File: src/rtl/q_pkt_source_if.sv
// Handshake bundle between the packet-length source and the queue server.
// The master modport is the source side; slave is the server/upstream side.
interface q_pkt_source_if #(
    parameter int W     = 8,
    parameter int DEPTH = 4
);
    localparam int CW = $clog2(DEPTH) + 1;

    logic [W-1:0]  len_in;
    logic          len_we;
    logic          full;
    logic [CW-1:0] count;
    logic          drop_err;
    logic          bool_ready;
    logic          bool_go;
    logic          ena_n;
    logic [W-1:0]  pkt_len;
    logic          pkt_done;

    modport master (
        input  len_in, len_we, bool_ready, bool_go,
        output full, count, drop_err, ena_n, pkt_len, pkt_done
    );

    modport slave (
        output len_in, len_we, bool_ready, bool_go,
        input  full, count, drop_err, ena_n, pkt_len, pkt_done
    );
endinterface

File: src/rtl/q_pkt_source.sv
// Packet-length source: queues lengths, grants the server after a delay,
// and counts the active packet down while the server drains it.
module q_pkt_source #(
    parameter int W       = 8,
    parameter int DEPTH   = 4,
    parameter int ACK_DLY = 2
) (
    input  logic           clk,
    input  logic           rst_n,
    q_pkt_source_if.master bus
);
    localparam int CW = $clog2(DEPTH) + 1;
    localparam int PW = $clog2(DEPTH);

    typedef enum logic [2:0] {
        IDLE, WAIT_ACK, GRANT, SEND, DONE
    } state_t;

    state_t        state_q, state_d;
    logic [PW-1:0] rd_ptr_q, rd_ptr_d;
    logic [PW-1:0] wr_ptr_q, wr_ptr_d;
    logic [3:0]    dly_q, dly_d;
    logic [W-1:0]  mem_q [DEPTH];
    logic [W-1:0]  mem_d [DEPTH];
    logic [CW-1:0] count_q, count_d;
    logic          full_q, full_d;
    logic          drop_q, drop_d;
    logic          done_q, done_d;
    logic          ena_n_q, ena_n_d;
    logic [W-1:0]  pkt_len_q, pkt_len_d;
    logic          push, pop;
    logic [W-1:0]  head;

    always_comb begin
        state_d  = state_q;
        rd_ptr_d = rd_ptr_q;
        wr_ptr_d = wr_ptr_q;
        dly_d    = dly_q;
        mem_d    = mem_q;
        pop      = 1'b0;
        done_d   = 1'b0;
        push     = bus.len_we && !full_q && (bus.len_in != '0);
        drop_d   = bus.len_we && !push;

        unique case (state_q)
            IDLE: begin
                if (bus.bool_ready && count_q != '0) begin
                    state_d = WAIT_ACK;
                    dly_d   = 4'(ACK_DLY - 1);
                end
            end
            WAIT_ACK: begin
                if (!bus.bool_ready) begin
                    state_d = IDLE;
                end else if (dly_q == '0) begin
                    state_d = GRANT;
                end else begin
                    dly_d = dly_q - 4'd1;
                end
            end
            GRANT: begin
                if (bus.bool_go) state_d = SEND;
            end
            SEND: begin
                if (pkt_len_q == '0) begin
                    state_d = DONE;
                end else if (bus.bool_go && pkt_len_q == W'(1)) begin
                    state_d = DONE;
                end
            end
            DONE: begin
                if (!bus.bool_go) begin
                    pop     = 1'b1;
                    done_d  = 1'b1;
                    state_d = IDLE;
                end
            end
            default: state_d = IDLE;
        endcase

        if (push) begin
            mem_d[wr_ptr_q] = bus.len_in;
            wr_ptr_d        = wr_ptr_q + PW'(1);
        end
        if (pop) rd_ptr_d = rd_ptr_q + PW'(1);
        count_d = count_q + CW'(push) - CW'(pop);
        full_d  = (count_d == CW'(DEPTH));

        // an entry written this edge may become the head immediately
        head = (push && rd_ptr_d == wr_ptr_q) ? bus.len_in
                                              : mem_q[rd_ptr_d];

        unique case (state_d)
            SEND: begin
                pkt_len_d = pkt_len_q;
                if (state_q == SEND && bus.bool_go && pkt_len_q != '0)
                    pkt_len_d = pkt_len_q - W'(1);
            end
            DONE:    pkt_len_d = '0;
            default: pkt_len_d = (count_d != '0) ? head : '0;
        endcase

        ena_n_d = !(state_d == GRANT || state_d == SEND);
    end

    always_ff @(posedge clk or negedge rst_n) begin
        if (!rst_n) begin
            state_q   <= IDLE;
            rd_ptr_q  <= '0;
            wr_ptr_q  <= '0;
            dly_q     <= '0;
            for (int i = 0; i < DEPTH; i++) mem_q[i] <= '0;
            count_q   <= '0;
            full_q    <= 1'b0;
            drop_q    <= 1'b0;
            done_q    <= 1'b0;
            ena_n_q   <= 1'b1;
            pkt_len_q <= '0;
        end else begin
            state_q   <= state_d;
            rd_ptr_q  <= rd_ptr_d;
            wr_ptr_q  <= wr_ptr_d;
            dly_q     <= dly_d;
            mem_q     <= mem_d;
            count_q   <= count_d;
            full_q    <= full_d;
            drop_q    <= drop_d;
            done_q    <= done_d;
            ena_n_q   <= ena_n_d;
            pkt_len_q <= pkt_len_d;
        end
    end

    assign bus.full     = full_q;
    assign bus.count    = count_q;
    assign bus.drop_err = drop_q;
    assign bus.pkt_done = done_q;
    assign bus.ena_n    = ena_n_q;
    assign bus.pkt_len  = pkt_len_q;
endmodule
File: src/flat_wrapper.sv
// flat-port wrapper written by rule: the top's interface ports become plain ports
module q_pkt_source_flat 
#(
    parameter int W       = 8,
    parameter int DEPTH   = 4,
    parameter int ACK_DLY = 2
)
  (clk, rst_n, bus_len_in, bus_len_we, bus_bool_ready, bus_bool_go, bus_full, bus_count, bus_drop_err, bus_ena_n, bus_pkt_len, bus_pkt_done);
  q_pkt_source_if #(.W(W), .DEPTH(DEPTH)) bus_i ();
  input  logic clk;
  input  logic rst_n;
  input wire logic [$bits(bus_i.len_in)-1:0] bus_len_in;
  input wire logic [$bits(bus_i.len_we)-1:0] bus_len_we;
  input wire logic [$bits(bus_i.bool_ready)-1:0] bus_bool_ready;
  input wire logic [$bits(bus_i.bool_go)-1:0] bus_bool_go;
  output wire logic [$bits(bus_i.full)-1:0] bus_full;
  output wire logic [$bits(bus_i.count)-1:0] bus_count;
  output wire logic [$bits(bus_i.drop_err)-1:0] bus_drop_err;
  output wire logic [$bits(bus_i.ena_n)-1:0] bus_ena_n;
  output wire logic [$bits(bus_i.pkt_len)-1:0] bus_pkt_len;
  output wire logic [$bits(bus_i.pkt_done)-1:0] bus_pkt_done;
  assign bus_i.len_in = bus_len_in;
  assign bus_i.len_we = bus_len_we;
  assign bus_i.bool_ready = bus_bool_ready;
  assign bus_i.bool_go = bus_bool_go;
  assign bus_full = bus_i.full;
  assign bus_count = bus_i.count;
  assign bus_drop_err = bus_i.drop_err;
  assign bus_ena_n = bus_i.ena_n;
  assign bus_pkt_len = bus_i.pkt_len;
  assign bus_pkt_done = bus_i.pkt_done;
  q_pkt_source #(.W(W), .DEPTH(DEPTH), .ACK_DLY(ACK_DLY)) u_core (.clk(clk), .rst_n(rst_n), .bus(bus_i));
endmodule
File: config.mk
export PLATFORM = sky130hd
export DESIGN_NAME = q_pkt_source_flat
export DESIGN_NICKNAME = d
export VERILOG_FILES = /design/src/rtl/q_pkt_source_if.sv /design/src/rtl/q_pkt_source.sv /design/src/flat_wrapper.sv
export SDC_FILE = /design/constraint.sdc
export NUM_CORES = 1
export LEC_CHECK = 0
export BUFFER_PORTS_ARGS = -buffer_cell sky130_fd_sc_hd__buf_2
export CORE_AREA = 2 2 109 84
export DETAILED_ROUTE_END_ITERATION = 7
export DIE_AREA = 0 0 111 86
export MAX_ROUTING_LAYER = met4
export SYNTH_ARGS = -nofsm -noshare
export SYNTH_HDL_FRONTEND = slang
export SYNTH_SLANG_ARGS = --single-unit
File: constraint.sdc
create_clock -name clk -period 7.08 [get_ports clk]
set_input_delay 1.416 -clock clk [delete_from_list [all_inputs] [get_ports clk]]
set_output_delay 1.416 -clock clk [all_outputs]
set_load 0.1 [all_outputs]
==> out/summary.json <==
{
  "run_status": {
    "outcome": "finished, final reports clean"
  },
  "sta": {
    "timing.setup.tns_ns": 0,
    "finalSetupViolations": 0,
    "setup_repair_after_global_routing_missed_its_margin": "false",
    "timing.final.max_slew_violations": 0,
    "max_slew.worst_pin.slew_ns": 0.926,
    "fin_hold_ws_ns": 0.503,
    "timing.final.crit_period_ns": 4.35,
    "fin_worst_skew_ns": 0.00559,
    "hold_viol_final": 0,
    "layout_setup_ws_ns": 2.73,
    "finalCritPeriodShare_pct": 61.4,
    "fmax_ghz": 0.230,
    "relative_slew_slack_pct": 38.3
  },
  "drt": {
    "routed_wl_mm": 7.60,
    "drt-initial-drc-count": 243,
    "antenna_violating_nets_post_route": 0,
    "avgRoutedWirePerCell_um": 16.4,
    "num_vias": 2592,
    "dr.pass1.iters": 4,
    "drc": 0,
    "vias_per_cell": 5.60
  },
  "flow_run": {
    "maxCapViolCount": 0
  },
  "floorplan": {
    "dieWidth_um": 111,
    "floorplan.die.height_um": 86,
    "num_rows": 29,
    "floorplan.die_area_mm2": 0.00955,
    "initial_utilization_pct": 39.5,
    "placeableCoreArea_mm2": 0.00838,
    "floorplan.io_pins": 28
  },
  "place": {
    "gpl.final_weighted_congestion": 0.774,
    "place_ws_ns": 2.43,
    "final_hpwl_from_detailed_placement_mm": 5.30,
    "post_dp_cell_area_mm2": 0.00353,
    "port_buffer_count": 27,
    "placed_cells": 447
  },
  "worst_hold_path": {
    "hold_start": "u_core.mem_q[18]$_DFFE_PN0P_",
    "timing.hold.worst_path_depth": 1,
    "min_to": "u_core.mem_q[18]$_DFFE_PN0P_",
    "min_path_type": "flop to flop"
  },
  "power_and_ir_drop": {
    "worst_ir_drop_vdd_v": 0.000334,
    "total_power_mw": 2.07,
    "leakage_nw": 1.71,
    "power-per-cell-area_mw_per_mm2": 535
  },
  "layout": {
    "fin_cells": 463,
    "post_route_cells_drive_above_1_share_pct": 25.9,
    "design_area_mm2": 0.00387,
    "n_antenna_cell": 0,
    "area_delta_synth_final_pct": 16.8,
    "finalCoreUtilization_pct": 46.2,
    "design.final.nets": 375,
    "layout_commonest_cell": "dfrtp_1",
    "most-common-layout-cells": "dfrtp_1 (57), mux2_2 (34), buf_2 (27)"
  },
  "synthesis": {
    "synth_edf_count": 0,
    "post_synth_arst_share_pct": 100,
    "synthFlopType": "dfrtp_1",
    "mapped_cell_area_mm2": 0.00331,
    "synthesis.area_per_instance_um2": 10.2,
    "ys_seq_area_share_pct": 43.8,
    "ys.warnings.count": 0,
    "ys_types": 55,
    "synth_nets": 351,
    "postSynthRegisterBits": 58,
    "synthCells": 326
  },
  "worst_setup_path": {
    "rr_startpoint": "u_core.state_q[0]$_DFF_PN0_",
    "critPathCaptureType": "flop",
    "r2r_end": "u_core.bus.pkt_len[6]$_DFFE_PN0P_",
    "cpPeakStageDelay_ns": 0.69,
    "r2r.worst_path.cells": 12,
    "kind_of_critical_path": "input port to flop",
    "crit_start": "bus_bool_go",
    "r2r_slack_ns": 3.42,
    "critical_path_required_ns": 7.35,
    "crit_path_frequent_cell": "ha_1",
    "worstPathCellList": "buf_2, or4b_4, clkinv_4, ha_1, inv_1, ha_1, fa_1, xor3_1, nand2_1, and3_1, o21ai_0, o22ai_1, o21a_1",
    "cpLargestDelayFamily": "simple AND/OR/NAND/NOR gates",
    "critical_path.n_buffers_inverters": 3,
    "worstPathArrival_ns": 4.61,
    "maximum_fanout_along_the_worst_path": 29,
    "startpoint_type": "input port",
    "cp_slowest_cell": "or4b_4"
  },
  "clocking": {
    "cts_tree": "done",
    "cts_hold_buf": 0,
    "worstSkewPairLatency_ns": 0.33,
    "post_cts.repair.setup_buffers": 0,
    "cts_root_buf": "clkbuf_16",
    "cts_buffers": 9,
    "clock_slew_at_reported_path_ffs_ns": 0.05,
    "postCtsResizedCells": 0,
    "clockBufferDepth": 2,
    "clock_sinks": 58,
    "htree_levels": 3
  },
  "global_routing": {
    "grt_remaining_overflow": 0,
    "groute.usage.overall_pct": 17.9,
    "grt_pass1_vias": 2556,
    "antenna_found_initial": 0,
    "grt_start_max_net_pins": 59,
    "globalRouteMet3Util_pct": 4.88,
    "gr-max-usage-layer": "met2",
    "grt.met1_usage_pct": 24.6,
    "groute.layer.met2.usage_pct": 25.7,
    "grt_first_pass_wirelength_mm": 13.0
  }
}
-- cells in the mapped netlist, types with 2 or more instances --
| cell type | instances | area, um^2 |
|---|---|---|
| dfrtp_1 | 57 | 1430 |
| mux2_2 | 34 | 383 |
| o21ai_0 | 25 | 125 |
| nor2_1 | 23 | 86.3 |
| nand2_1 | 18 | 67.6 |
| a21oi_1 | 16 | 80.1 |
| nor3_1 | 13 | 65.1 |
| inv_1 | 12 | 45.0 |
| ha_1 | 11 | 138 |
| clkbuf_1 | 9 | 33.8 |
| mux2i_1 | 7 | 70.1 |
| nor3b_1 | 7 | 52.6 |
| nand3_1 | 6 | 30.0 |
| o21a_1 | 6 | 45.0 |
| a21o_1 | 5 | 37.5 |
| a31o_2 | 5 | 43.8 |
| and3_1 | 5 | 31.3 |
| buf_2 | 5 | 25.0 |
| a22o_1 | 4 | 35.0 |
| a31oi_1 | 4 | 25.0 |
| xnor2_1 | 4 | 35.0 |
| a211oi_1 | 3 | 22.5 |
| nand2b_1 | 3 | 18.8 |
| nand4_1 | 3 | 18.8 |
| nor4_1 | 3 | 18.8 |
| a22oi_1 | 2 | 15.0 |
| buf_1 | 2 | 7.51 |
| nor2b_1 | 2 | 12.5 |
| o211ai_1 | 2 | 15.0 |
| o22ai_1 | 2 | 12.5 |
| o32ai_1 | 2 | 17.5 |
| or2_2 | 2 | 12.5 |
| or3_1 | 2 | 12.5 |
-- area by class of cell --
type                       instances  area [um^2]
clock buffer                       9          225
clock inverter                     7          116
fill                             809         4510
inverter                          13         53.8
multi-input combinational        238         1730
sequential                        58         1450
tap                              108          135
timing repair buffer              30          158
-- sequential cells by signal (all words and copies together), names as in the netlist --
signal / cells
u_core.bus.count: 3
u_core.bus.drop_err: 1
u_core.bus.ena_n: 1
u_core.bus.full: 1
u_core.bus.pkt_done: 1
u_core.bus.pkt_len: 8
u_core.dly_q: 4
u_core.mem_q: 32
u_core.rd_ptr_q: 2
u_core.state_q: 3
u_core.wr_ptr_q: 2
-- metal layers --
layer  share of wire (%)  wire length (um)
met5                   0                 0
met3                 4.2               321
met4                0.89                68
met1                  51              3880
met2                  44              3330
-- logic make-up after synthesis --
logic type               after synthesis  share of synthesized area (%)
buffers and inverters                 30                           3.97
XOR/XNOR                               6                           2.04
AO/OA/AOI/OAI                         85                           17.0
adder cells (fa/ha/maj)               12                           4.76
AND/OR/NAND/NOR                       94                           14.8
flip-flops                            58                           43.8
multiplexers                          41                           13.7
-- report_power, final --
part | switching, mW | internal [mW] | total [mW]
registers | 0.137 | 0.489 | 0.627
logic | 0.600 | 0.348 | 0.948
clock network | 0.151 | 0.343 | 0.494
-- worst max-delay path by stage --
stage | endpoint | cells past startpoint
floorplan | u_core.bus.pkt_len[6]$_DFFE_PN0P_ | 14
finish | u_core.bus.pkt_len[6]$_DFFE_PN0P_ | 13
global route | u_core.bus.pkt_len[6]$_DFFE_PN0P_ | 13
global placement | u_core.bus.pkt_len[7]$_DFFE_PN0P_ | 13
CTS | u_core.bus.pkt_len[6]$_DFFE_PN0P_ | 13
detailed placement | u_core.bus.pkt_len[6]$_DFFE_PN0P_ | 13
No activity file was read; power rests on OpenSTA's default activity.
